File: config.mk
export PLATFORM = sky130hd
export DESIGN_NAME = cp0_flat
export DESIGN_NICKNAME = d
export VERILOG_FILES = /design/src/rtl/cp0_pkg.sv /design/src/rtl/cp0_if.sv /design/src/rtl/cp0_sync.sv /design/src/rtl/cp0.sv /design/src/flat_wrapper.sv
export SDC_FILE = /design/constraint.sdc
export NUM_CORES = 1
export LEC_CHECK = 0
export ABC_AREA = 1
export BUFFER_PORTS_ARGS = -buffer_cell sky130_fd_sc_hd__clkbuf_2
export CORE_MARGIN = 4
export CORE_UTILIZATION = 48
export CTS_CLUSTER_DIAMETER = 100
export DETAILED_ROUTE_END_ITERATION = 12
export MAX_ROUTING_LAYER = met4
export PLACE_DENSITY = 0.86
export SETUP_SLACK_MARGIN = 0.5
export SYNTH_ARGS = -nofsm -noshare
export SYNTH_HDL_FRONTEND = slang
export SYNTH_SLANG_ARGS = --single-unit
File: constraint.sdc
create_clock -name clk -period 2.6 [get_ports clk]
set_input_delay 0.39 -clock clk [delete_from_list [all_inputs] [get_ports clk]]
set_output_delay 0.39 -clock clk [all_outputs]
set_load 0.02 [all_outputs]
File: src/rtl/cp0_pkg.sv
// Shared CP0 definitions: register numbers, SR/Cause field positions,
// the processor ID constant and the number of hardware interrupt lines.
package cp0_pkg;

  localparam logic [3:0] REG_SR    = 4'd12;
  localparam logic [3:0] REG_CAUSE = 4'd13;
  localparam logic [3:0] REG_EPC   = 4'd14;
  localparam logic [3:0] REG_PRID  = 4'd15;

  localparam int N_INT   = 6;
  localparam int IM_LSB  = 10;
  localparam int IM_MSB  = IM_LSB + N_INT - 1;
  localparam int IP_LSB  = 10;
  localparam int IP_MSB  = IP_LSB + N_INT - 1;
  localparam int EXL_BIT = 1;
  localparam int IE_BIT  = 0;

  localparam logic [31:0] PRID_VAL = 32'h4A55_0001;

  function automatic logic [31:0] pack_sr(input logic [N_INT-1:0] im,
                                          input logic exl,
                                          input logic ie);
    logic [31:0] r;
    r = 32'h0;
    r[IM_MSB:IM_LSB] = im;
    r[EXL_BIT]       = exl;
    r[IE_BIT]        = ie;
    return r;
  endfunction

  function automatic logic [31:0] pack_cause(input logic [N_INT-1:0] ip);
    logic [31:0] r;
    r = 32'h0;
    r[IP_MSB:IP_LSB] = ip;
    return r;
  endfunction

endpackage

File: src/rtl/cp0_if.sv
// CP0 access bundle: mfc0/mtc0 register port, exception controls from the
// controller FSM, and the interrupt/EPC outputs back to the core.
interface cp0_if;
  import cp0_pkg::*;

  logic [3:0]       sel;
  logic             wen;
  logic [31:0]      din;
  logic [31:0]      dout;
  logic [31:0]      pc_in;
  logic [N_INT-1:0] hwint;
  logic             exlset;
  logic             exlclr;
  logic             epcwr;
  logic             int_req;
  logic [31:0]      epc_out;

  modport master (
    output sel, wen, din, pc_in, hwint, exlset, exlclr, epcwr,
    input  dout, int_req, epc_out
  );

  modport slave (
    input  sel, wen, din, pc_in, hwint, exlset, exlclr, epcwr,
    output dout, int_req, epc_out
  );

endinterface

File: src/rtl/cp0_sync.sv
// Two-flop synchronizer with asynchronous active-high reset; q is the
// second stage.
module cp0_sync #(
  parameter int WIDTH = 1
) (
  input  logic             clk,
  input  logic             rst,
  input  logic [WIDTH-1:0] d,
  output logic [WIDTH-1:0] q
);

  logic [WIDTH-1:0] s1_d, s1_q;
  logic [WIDTH-1:0] s2_d, s2_q;

  always_comb begin
    s1_d = d;
    s2_d = s1_q;
  end

  always_ff @(posedge clk or posedge rst) begin
    if (rst) begin
      s1_q <= '0;
      s2_q <= '0;
    end else begin
      s1_q <= s1_d;
      s2_q <= s2_d;
    end
  end

  assign q = s2_q;

endmodule

File: src/rtl/cp0.sv
// Coprocessor 0: SR/Cause/EPC/PrID registers, synchronized interrupt
// pending bits and a registered-source interrupt request.
module cp0
  import cp0_pkg::*;
(
  input  logic  clk,
  input  logic  rst,
  cp0_if.slave  bus
);

  logic [N_INT-1:0] im_d, im_q;
  logic             exl_d, exl_q;
  logic             ie_d, ie_q;
  logic [29:0]      epc_d, epc_q;
  logic [N_INT-1:0] ip;
  logic [31:0]      epc_full;
  logic [31:0]      dout_c;

  cp0_sync #(.WIDTH(N_INT)) u_sync (
    .clk (clk),
    .rst (rst),
    .d   (bus.hwint),
    .q   (ip)
  );

  // Later assignments take priority: exlset over exlclr over the mtc0 EXL bit,
  // and epcwr over the mtc0 EPC write.
  always_comb begin
    im_d  = im_q;
    exl_d = exl_q;
    ie_d  = ie_q;
    epc_d = epc_q;
    if (bus.wen && bus.sel == REG_SR) begin
      im_d  = bus.din[IM_MSB:IM_LSB];
      exl_d = bus.din[EXL_BIT];
      ie_d  = bus.din[IE_BIT];
    end
    if (bus.exlclr) exl_d = 1'b0;
    if (bus.exlset) exl_d = 1'b1;
    if (bus.wen && bus.sel == REG_EPC) epc_d = bus.din[31:2];
    if (bus.epcwr) epc_d = bus.pc_in[31:2];
  end

  always_ff @(posedge clk or posedge rst) begin
    if (rst) begin
      im_q  <= '0;
      exl_q <= 1'b0;
      ie_q  <= 1'b0;
      epc_q <= '0;
    end else begin
      im_q  <= im_d;
      exl_q <= exl_d;
      ie_q  <= ie_d;
      epc_q <= epc_d;
    end
  end

  assign epc_full = {epc_q, 2'b00};

  always_comb begin
    dout_c = 32'h0;
    case (bus.sel)
      REG_SR:    dout_c = pack_sr(im_q, exl_q, ie_q);
      REG_CAUSE: dout_c = pack_cause(ip);
      REG_EPC:   dout_c = epc_full;
      REG_PRID:  dout_c = PRID_VAL;
      default:   dout_c = 32'h0;
    endcase
  end

  // Only flop outputs feed int_req, so async reset drops it with no clock.
  assign bus.int_req = (|(ip & im_q)) & ie_q & ~exl_q;
  assign bus.dout    = dout_c;
  assign bus.epc_out = epc_full;

endmodule

File: src/flat_wrapper.sv
// flat-port wrapper written by rule: the top's interface ports become plain ports
module cp0_flat import cp0_pkg::*;
  (clk, rst, bus_sel, bus_wen, bus_din, bus_pc_in, bus_hwint, bus_exlset, bus_exlclr, bus_epcwr, bus_dout, bus_int_req, bus_epc_out);
  cp0_if bus_i ();
  input  logic clk;
  input  logic rst;
  input wire logic [$bits(bus_i.sel)-1:0] bus_sel;
  input wire logic [$bits(bus_i.wen)-1:0] bus_wen;
  input wire logic [$bits(bus_i.din)-1:0] bus_din;
  input wire logic [$bits(bus_i.pc_in)-1:0] bus_pc_in;
  input wire logic [$bits(bus_i.hwint)-1:0] bus_hwint;
  input wire logic [$bits(bus_i.exlset)-1:0] bus_exlset;
  input wire logic [$bits(bus_i.exlclr)-1:0] bus_exlclr;
  input wire logic [$bits(bus_i.epcwr)-1:0] bus_epcwr;
  output wire logic [$bits(bus_i.dout)-1:0] bus_dout;
  output wire logic [$bits(bus_i.int_req)-1:0] bus_int_req;
  output wire logic [$bits(bus_i.epc_out)-1:0] bus_epc_out;
  assign bus_i.sel = bus_sel;
  assign bus_i.wen = bus_wen;
  assign bus_i.din = bus_din;
  assign bus_i.pc_in = bus_pc_in;
  assign bus_i.hwint = bus_hwint;
  assign bus_i.exlset = bus_exlset;
  assign bus_i.exlclr = bus_exlclr;
  assign bus_i.epcwr = bus_epcwr;
  assign bus_dout = bus_i.dout;
  assign bus_int_req = bus_i.int_req;
  assign bus_epc_out = bus_i.epc_out;
  cp0 u_core (.clk(clk), .rst(rst), .bus(bus_i));
endmodule
==> results.md, run 1 <==
- Synth area leader: dfrtp_1
- Syn-to-layout area delta: 31.1%
- FFs w/ async S/R, synth: 100%
- Slew Limit Headroom: 64.0%
- CTS tree: built
- Antenna Cells: 0
- Top FF cell, synth: dfrtp_1
- Hold slack: 84.7 ps
- CP startpoint kind: primary input
- Clock transition at the registers of the reported paths: 90 ps
- Die height: 82.0 um
- Peak supply drop: 0.000288 V
- Crit-path max FO: 18
- Synth cell count leaders: nand2_1, dfrtp_1, nand3_1
- Pin count of the biggest net entering global routing: 32
- Total power: 1.83 mW
- Hold Buf Count CTS: 0
- Final setup fails: 0
- Seq/Total Area, Yosys: 47.6%
- Final max-slew violation count: 0
- IO Pins: 145
- Final wirelength: 7150 um
- Top cells by area, synth: dfrtp_1, nand2_1, nand3_1
- Pre-CTS WS: 496 ps
- Routed via count: 2849
- FP Rows: 26
- Worst hold-check path type: primary input to async pin
- Drt wl/cell: 12.2 um
- Yosys warning total: 0
- Worst Tran Pin Value: 538 ps
- Net Switching: 0.589 mW
- Yosys cell types: 19
- Post-DRT Antenna Nets: 0
- Sequential Power Share: 50.8%
- Worst r2r dst: u_core.exl_q$_DFFE_PP0P_
- Sw Ratio: 32.2%
- Layout Nets: 597
- Clk buf depth: 2
- Core area: 5200 um^2
- Peak Freq: 504 MHz
- First-pass GRT wire length: 11300 um
- Clk root buf: clkbuf_8
- Arr. time, crit path: 1590 ps
- Fin Setup TNS: 0 ps
- CTS Buf Count: 5
- Synth top area share: 47.6%
- Static Leak: 2.15 nW
- Register-to-Register Path Depth: 4
- H-Tree Depth: 2
- Post-CTS Setup Bufs: 0
- Number of synthesized flops with an enable pin: 0
- GRT Total Usage: 22.3%
- Final Hold Fails: 0
- Initial antenna violation count: 0
- Gr ovfl total: 0
- RSZ-0062 raised after global routing: no
- Most common cell in the synthesized netlist: nand2_1
- Post-CTS resize count: 1
- Reg2reg start: u_core.exl_q$_DFFE_PP0P_
- Vias per cell: 4.85
- Routability cong.: 0.793
- CP Class: primary input to primary output
- Final worst path period need: 1980 ps
- Layout cells sized above 1: 31.9%
- DRC viols: 0
- Synthesized flop and latch total: 50
- Combinational share of power: 24.2%
- Pwr Density: 530 nW/um^2
- Status: finished clean
- Worst endpoint required time: 2210 ps
- Chip width: 82.0 um
- Number of global-route vias before repair: 2448
- Cells after Synth: 383
- Post-DP HPWL: 5470 um
- Mapped cell area: 2630 um^2
- Clk Latency, worst-skew pair: 290 ps
- Final worst slack: 616 ps
- Crit path capture type: primary output
- DR iter-0 viols: 135
- Internal Power: 1.24 mW
- Port-buffer cells: 140
- Flop-to-flop setup slack: 1840 ps
- CTS Sinks: 50
- Synthesized area per cell: 6.86 um^2
- Post-layout util: 66.2%
- Tcrit/Tclk final: 76.3%
- Clock network power share: 25.1%
- Max Cap Viol: 0
- First drt pass iteration count: 5
- Total Die Area: 6720 um^2
- Initial Utilization: 50.5%
- Worst Clk Skew: 1.71 ps
## metal layers
metal | routed length [um] | share of wire, % | track usage (%) | up-vias
met2 | 3600 | 50 | 36.9 | 124
met4 | 149 | 2.1 | 8.31 | 0
li1 | - | - | - | 1420
met3 | 508 | 7.1 | 3.62 | 15
met1 | 2890 | 40 | 27.4 | 1290
met5 | 0 | 0 | - | -
## logic make-up after synthesis
family	after synthesis	share of synthesized area [%]
compound gates	2	0.381
flops	50	47.6
other cells	1	0.143
simple gates	284	43.7
buf+inv	46	8.19
## flip-flops by register name, indices dropped and copies added, names as in the netlist
register / flops
u_core.epc_q: 30
u_core.exl_q: 1
u_core.ie_q: 1
u_core.im_q: 6
u_core.u_sync.q: 6
u_core.u_sync.s1_q: 6
## cell usage in the layout, fill, tap and decap left out
master,netlist,routed
buf_4,2,5
clkbuf_2,0,140
clkbuf_8,0,6
clkinv_2,0,1
clkinvlp_4,0,1
conb_1,1,2
dfrtp_1,50,50
inv_1,24,22
inv_2,3,5
nand2_1,199,199
nand2_2,2,1
nand2_4,0,1
nand3_1,40,40
nand3_2,2,2
nand3b_1,1,1
nor2_1,37,36
nor2_2,1,2
nor3_1,1,1
nor3_2,1,1
o21ai_0,2,2
## stage by stage
step | std cells | instance area (um^2)
after floorplan | 384 | 2630
after global placement | 580 | 3340
after detailed placement | 580 | 3340
after CTS | 588 | 3440
after global routing | 588 | 3450
final | 588 | 3450
## critical path, stage by stage
cell and delay [ps]:
clkbuf_2 200, nor2_2 240, nand2_4 190, inv_1 240, nand2_1 80, nand3_1 90
clkbuf_2 170
## cell type report
type	count	area, um^2
well taps	70	87.6
fillers	479	1760
inverters	27	101
repair buffers	145	738
clock buffers	6	82.6
multi-input cells	288	1170
clock inverters	2	12.5
flip-flops and latches	50	1250
## worst max-delay path by stage
stage	slack, ps	depth (start not counted)	end	startpoint
final	620	7	bus_dout[11]	bus_sel[0]
after CTS	610	7	bus_dout[15]	bus_sel[0]
after detailed placement	500	8	bus_dout[15]	bus_sel[2]
after global placement	550	7	bus_dout[15]	bus_sel[0]
after floorplan	990	4	bus_dout[0]	bus_sel[0]
after global routing	510	7	bus_dout[13]	bus_sel[0]
## power groups by stage
stage,registers (mW),logic (mW),clock network [mW]
global route,0.942,0.493,0.500
floorplan,0.992,0.217,0
CTS,0.927,0.446,0.466
detailed placement,0.942,0.445,0
finish,0.928,0.441,0.458
global placement,0.938,0.434,0
Note: power is estimated with default switching activity, not from simulation.
==> run 2, diff against run 1 <==
- CORE_UTILIZATION: 48 -> 40
- PLACE_DENSITY: 0.86 -> 0.76
- clock period: 2.6 -> 1.8 ns (I/O delays scaled with it)
==> run 2 against run 1 <==
Compared with the run above: routed wire length rose by 22%; worst setup slack worse by 270 ps; total power up 63%; worst hold slack got worse by 12 ps; utilization grew 1.1 points; combinational power is 93% higher; via count grew 5.5%; sequential power rose by 44%; highest routed layer unchanged.
==> results.md, run 2 (synthesis gave the netlist of run 1 again) <==
- DRC viols: 0 (unchanged)
- Routed via count: 3007 (+5.5%)
- Layout cells sized above 1: 42.0% (+10 points)
- Commonest non-fill, non-tap cell in the layout: nand2_1
- Met3 usage: 3.69% (+0.068 points)
- Gr ovfl total: 0 (unchanged)
- Static Leak: 2.44 nW (+13%)
- H-Tree Depth: 2 (unchanged)
- Worst hold-check path type: primary input to register
- Worst Tran Pin Value: 511 ps (-26.8 ps)
- Hold slack: 72.6 ps (-12.1 ps)
- CP bufs+invs: 1 (-2)
- Core area: 6350 um^2 (+22%)
- Pre-CTS WS: 188 ps (-308 ps)
- Area of the multi-input gates: 1410 um^2 (+21%)
- Reg2reg start: u_core.exl_q$_DFFE_PP0P_
- Slowest Stage Delay on Critical Path: 400 ps (+160 ps)
- Drt wl/cell: 14.1 um (+16%)
- Slew Limit Headroom: 65.8% (+1.8 points)
- DR iter-0 viols: 106 (-21%)
- Die height: 89.1 um (+8.6%)
- Biggest register: u_core.epc_q
- Port-buffer cells: 140 (unchanged)
- First drt pass iteration count: 4 (-1)
- CP startpoint kind: register
- Final worst slack: 346 ps (-270 ps)
- Cell Chain, Critical Path: nand2_1 -> nand3_2 -> nor2_2 -> nor2_1 -> buf_4
- Tcrit/Tclk final: 80.8%
- CP max-delay cell: dfrtp_1
- CTS Sinks: 50 (unchanged)
- Final worst path period need: 1450 ps
- Antenna Cells: 0 (unchanged)
- Max reg flops: 30 (unchanged)
- Crit path to: bus_int_req
- Initial Utilization: 41.4% (-9.1 points)
- Peak Freq: 688 MHz
- First-pass GRT wire length: 13000 um (+14%)
- Final Hold Fails: 0 (unchanged)
- Post-Layout Cell Count: 618 (+5.1%)
- Path length in cells of the critical path: 5 (-2)
- Routability cong.: 0.884 (+12%)
- Flop-to-flop setup slack: 990 ps (-850 ps)
- Status: finished clean
- IO Pins: 145 (unchanged)
- Clk root buf: clkbuf_8
- Chip width: 89.1 um (+8.6%)
- Layout Nets: 621 (+4.0%)
- Met1 Track Usage GR: 26.5% (-0.93 points)
- Most frequent cells in the layout: nand2_1, clkbuf_2, dfrtp_1, nand3_1, buf_4
- GR Util met2: 37.3% (+0.40 points)
- Placed Cells: 591 (+1.9%)
- Worst Clk Skew: 1.14 ps (-0.574 ps)
- Largest delay share family, worst path: flip-flops
- Clock transition at the registers of the reported paths: 90 ps (about the same)
- Clk Latency, worst-skew pair: 300 ps (about the same)
- Register-to-Register Path Depth: 4 (unchanged)
- Crit path capture type: primary output
- Final setup fails: 0 (unchanged)
- Final wirelength: 8730 um (+22%)
- Crit-path max FO: 2 (-16)
- CTS tree: built
- Register Area: 1250 um^2 (unchanged)
- Total Die Area: 7930 um^2 (+18%)
- Pin count of the biggest net entering global routing: 33 (+3.1%)
- RSZ-0062 raised after global routing: yes
- Crit path from: u_core.im_q[0]$_DFFE_PP0P_
- Final max-slew violation count: 0 (unchanged)
- Initial antenna violation count: 0 (unchanged)
- Max Cap Viol: 0 (unchanged)
- Syn-to-layout area delta: 62.8%
- Worst r2r dst: u_core.exl_q$_DFFE_PP0P_
- Pwr Density: 697 nW/um^2 (+32%)
- CP Class: register to primary output
- GRT Total Usage: 21.9% (-0.44 points)
- Post-DRT Antenna Nets: 0 (unchanged)
- Post-DP HPWL: 5780 um (+5.7%)
- Arr. time, crit path: 1180 ps (-410 ps)
- Number of global-route vias before repair: 2815 (+15%)
- Clk buf depth: 2 (unchanged)
- Fin Setup TNS: 0 ps (unchanged)
- Busiest metal layer after global routing: met2
- FILL cells: 518 (+8.1%)
- Worst endpoint required time: 1530 ps (-680 ps)
- CTS Buf Count: 5 (unchanged)
- Vias per cell: 4.87 (+0.42%)
- Peak supply drop: 0.000391 V (+36%)
- FP Rows: 29 (+12%)
==> run 2: cell types whose count changed in the layout (fill, tap and decap cells not counted), sizes merged <==
cell,before,now
clkinv,1,0
buf,5,58
inv,27,26
clkbuf,146,116
dlygate4sd3,0,1
bufinv,0,1
==> run 2: worst min-delay path by stage <==
stage,startpoint,to,cells past startpoint
after CTS,bus_hwint[3],u_core.u_sync.s1_q[3]$_DFF_PP0_,1
after detailed placement,rst,u_core.u_sync.s1_q[1]$_DFF_PP0_,2
after global routing,bus_hwint[3],u_core.u_sync.s1_q[3]$_DFF_PP0_,1
final,bus_hwint[3],u_core.u_sync.s1_q[3]$_DFF_PP0_,1
after floorplan,bus_hwint[0],u_core.u_sync.s1_q[0]$_DFF_PP0_,0
after global placement,rst,u_core.u_sync.s1_q[2]$_DFF_PP0_,2
==> run 2: layer usage <==
metal	wire (um)	vias up
met5	0	-
met4	180	0
met1	3390	1394
met2	4560	125
met3	597	19
li1	-	1469
==> run 2: through the flow <==
stage / total power, mW / instance area [um^2] / utilization (%)
floorplan: 1.75 / 2640 / -
global placement: 2.00 / 3400 / 53.5
detailed placement: 2.02 / 3400 / 53.5
CTS: 2.93 / 4040 / 63.7
global route: 3.14 / 4280 / 67.3
finish: 2.98 / 4280 / 67.3
==> run 2: area by class of cell <==
type	instances	area share [%]
Tap cell	77	2.25
Inverter	27	3.04
Sequential cell	50	29.3
Clock inverter	1	0.702
Clock buffer	6	1.93
Multi-Input combinational cell	288	33.1
Timing Repair Buffer	169	29.8
==> run 2: power breakdown <==
part / leakage, nW / total, mW / switching (mW) / internal [mW]
clock network: 0.0573 / 0.790 / 0.345 / 0.445
logic: 1.77 / 0.849 / 0.499 / 0.350
registers: 0.610 / 1.34 / 0.0972 / 1.24
total: 2.44 / 2.98 / 0.942 / 2.04
==> run 2: repair_timing <==
action	4_1_cts	5_1_grt
pin swaps	13	23
gates cloned	2	0
hold buffers	1	0
setup endpoints to repair	32	33
gates resized for setup	99	77
endpoints found under the hold margin	4	0
buffers inserted	11	6
==> run 3, diff against run 2 <==
- CORE_UTILIZATION: 40 -> 45
- PLACE_DENSITY: 0.76 -> 0.81
- clock period: 1.8 -> 1.4 ns (I/O delays scaled with it)
==> run 3 against run 2 <==
Compared with the run above: the run now fails in 5_1_grt; synthesized cell count unchanged; area after synthesis unchanged.
==> results.md, run 3 <==
- Status: aborted with a tool error
- Tool error: [ERROR DPL-0033] detailed placement checks failed during check placement.
- Top FF cell, synth: dfrtp_1
- H-Tree Depth: 2 (unchanged)
- Port-buffer cells: 140 (unchanged)
- FFs w/ async S/R, synth: 100% (unchanged)
- WEP type: top-level output
- Last stage reached: 5_1_grt
- Grt repair worst endpoint: bus_int_req
- Chip width: 84.4 um (-5.2%)
- Routability cong.: 0.842 (-4.8%)
- Mapped cell area: 2630 um^2 (unchanged)
- Synth area leader: dfrtp_1
- IO Pins: 145 (unchanged)
- Synthesized area per cell: 6.86 um^2 (unchanged)
- Clk buf depth: 2 (unchanged)
- CTS Sinks: 50 (unchanged)
- Synth cell count leaders: nand2_1, dfrtp_1, nand3_1
- Top cells by area, synth: dfrtp_1, nand2_1, nand3_1
- FP Rows: 27 (-6.9%)
- Cells after Synth: 383 (unchanged)
- Initial antenna violation count: 0
- Initial Utilization: 47.1% (+5.8 points)
- Yosys warning total: 0 (unchanged)
- CTS Buf Count: 5 (unchanged)
- Yosys cell types: 19 (unchanged)
- Clk root buf: clkbuf_8
- Number of synthesized flops with an enable pin: 0 (unchanged)
- Post-DP HPWL: 5900 um (+2.0%)
- Seq/Total Area, Yosys: 47.6% (unchanged)
- Pin count of the biggest net entering global routing: 33
- Synth top area share: 47.6% (unchanged)
- Die height: 84.4 um (-5.2%)
- Most common cell in the synthesized netlist: nand2_1
- Synthesized flop and latch total: 50 (unchanged)
[run 3: cell counts after synthesis]
No cell type changed its count.
[run 3: repair_timing]
| item | in CTS |
|---|---|
| resized for setup | 199 |
| hold endpoints to repair | 24 |
| pin swaps | 33 |
| hold buffers | 6 |
| setup buffers | 24 |
| gates cloned | 2 |
| endpoints found under the setup margin | 84 |
[run 3: per-stage QoR]
stage | area [um^2] | TNS [ps] | instances | setup WS, ps | utilization (%)
detailed placement | 3600 | 0 | 589 | 20.7 | 64.6
floorplan | 2830 | 0 | 384 | 295 | -
global placement | 3600 | 0 | 589 | 52.1 | 64.6
CTS | 4820 | -23.7 | 629 | -23.7 | 86.4
[run 3: logic make-up after synthesis]
group | share of synthesized area [%]
AND/OR/NAND/NOR | 43.7
other | 0.143
buffers and inverters | 8.19
AO/OA/AOI/OAI | 0.381
flip-flops | 47.6
==> run 4, diff against run 3 <==
- CORE_UTILIZATION: 45 -> 40
- CTS_CLUSTER_DIAMETER: 100 -> not set
- MAX_ROUTING_LAYER: met4 -> not set
- PLACE_DENSITY: 0.81 -> not set
- PLACE_DENSITY_LB_ADDON: not set -> 0.15
- SETUP_SLACK_MARGIN: 0.5 -> not set
==> run 4 against run 3 <==
Compared with the run above: the run now ends clean.
==> results.md, run 4 (synthesis gave the netlist of run 1 again) <==
- Net Switching: 1.09 mW
- Final Hold Fails: 0
- Post-DP HPWL: 5510 um (-6.6%)
- Biggest register: u_core.epc_q
- Die height: 89.1 um (+5.5%)
- CP Class: primary input to primary output
- Worst Clk Skew: 1.62 ps
- FILL cells: 659
- Routed via count: 2786
- Final worst slack: 49.4 ps
- First-pass GRT wire length: 11600 um
- Final setup fails: 0
- GRT Total Usage: 18.6%
- Final wirelength: 7260 um
- Peak Freq: 740 MHz
- DR iter-0 viols: 64
- Number of global-route vias before repair: 2552
- FP Rows: 29 (+7.4%)
- Chip width: 89.1 um (+5.5%)
- Clock network power share: 24.7%
- Layout cells sized above 1: 32.6%
- H-Tree Depth: 2 (unchanged)
- Clk buf depth: 2 (unchanged)
- CTS tree: built
- Antenna Cells: 0
- Initial antenna violation count: 0
- Fin Setup TNS: 0 ps
- Cell area after placement: 3430 um^2 (-4.6%)
- Syn-to-layout area delta: 36.1%
- Pin count of the biggest net entering global routing: 55
- Max reg flops: 30
- Tcrit/Tclk final: 96.5%
- Commonest non-fill, non-tap cell in the layout: nand2_1
- Sequential Power Share: 50.1%
- Most frequent cells in the layout: nand2_1, clkbuf_2, dfrtp_1, nand3_1, nor2_1
- RSZ-0062 raised after global routing: yes
- CTS Sinks: 50 (unchanged)
- Area of the multi-input gates: 1170 um^2
- Combinational share of power: 25.1%
- Clock transition at the registers of the reported paths: 90 ps
- Arr. time, crit path: 1140 ps
- CTS Buf Count: 5 (unchanged)
- Sw Ratio: 31.9%
- Routability cong.: 0.781 (-7.2%)
- Gr ovfl total: 0
- Post-DRT Antenna Nets: 0
- Crit-path max FO: 6
- Port-buffer cells: 140 (unchanged)
- Worst hold-check path type: primary input to register
- Final worst path period need: 1350 ps
- Clk root buf: clkbuf_8
- Max Cap Viol: 0
- Vias per cell: 4.59
- Final max-slew violation count: 0
- Pwr Density: 959 nW/um^2
- Layout Nets: 609
- Final Cell Area: 3580 um^2
- Core area: 6350 um^2
- Peak supply drop: 0.000611 V
- Static Leak: 2.21 nW
- Clk Latency, worst-skew pair: 290 ps
- Status: finished clean
- CP startpoint kind: primary input
- Post-layout util: 56.3%
- Register Area: 1250 um^2
- Pre-CTS WS: 39.9 ps (+19.2 ps)
- Worst endpoint required time: 1190 ps
- First drt pass iteration count: 4
- Total Die Area: 7930 um^2
- Initial Utilization: 41.4% (-5.8 points)
- Internal Power: 2.34 mW
- Crit path capture type: primary output
- IO Pins: 145 (unchanged)
- DRC viols: 0
- Drt wl/cell: 12.0 um
## run 4: critical path, stage by stage
cell,delay (ps)
clkbuf_2,150
inv_2,50
nor2_2,130
nand2_2,70
inv_1,180
nand2_1,100
nand3_1,90
clkbuf_2,160
## run 4: metrics by stage
stage,power (mW),hold slack (ps),cells
after floorplan,2.25,241,384
after CTS,3.46,2.08,603
after global placement,2.58,286,594
after global routing,3.66,0.300,607
after detailed placement,2.60,287,594
final,3.43,13.2,607
## run 4: worst paths after layout
check | start | endpoint | cells past startpoint | slack, ps
min in group asynchronous | rst | u_core.u_sync.s1_q[2]$_DFF_PP0_ | 4 | 510
hold / removal | bus_hwint[4] | u_core.u_sync.s1_q[4]$_DFF_PP0_ | 1 | 10
setup / recovery | bus_sel[1] | bus_dout[14] | 8 | 50
setup reg to reg | u_core.exl_q$_DFFE_PP0P_ | u_core.exl_q$_DFFE_PP0P_ | 4 | 650
max in group asynchronous | rst | u_core.im_q[0]$_DFFE_PP0P_ | 4 | 670
hold reg to reg | u_core.u_sync.s1_q[1]$_DFF_PP0_ | u_core.u_sync.q[1]$_DFF_PP0_ | 0 | 350
## run 4: metal layers
layer  vias to the layer above  part of all wire, %  GRT usage [%]
met3                         6                  7.0           4.70
met1                      1243                   44           23.9
li1                       1447                    -              -
met5                         -                    0              0
met2                        90                   48           31.6
met4                         0                 0.84           4.60
## run 4: power groups by stage
stage	clock (mW)	combinational, mW	sequential (mW)
after floorplan	0	0.404	1.84
after global placement	0	0.834	1.75
after detailed placement	0	0.848	1.75
after CTS	0.888	0.852	1.72
after global routing	0.947	0.974	1.74
final	0.849	0.862	1.72
## run 4: what timing repair did
action / CTS / global route
setup endpoints to repair: 0 / 25
setup buffers: 0 / 2
hold endpoints to repair: 50 / 2
hold buffers: 1 / 2
gates resized for setup: 0 / 8
## run 4: layout make-up
type	count	share of cell area, %
repair buffers	157	24.2
flip-flops and latches	50	35.0
multi-input cells	288	32.6
clock inverters	1	0.140
clock buffers	7	2.41
inverters	27	2.94
well taps	77	2.69
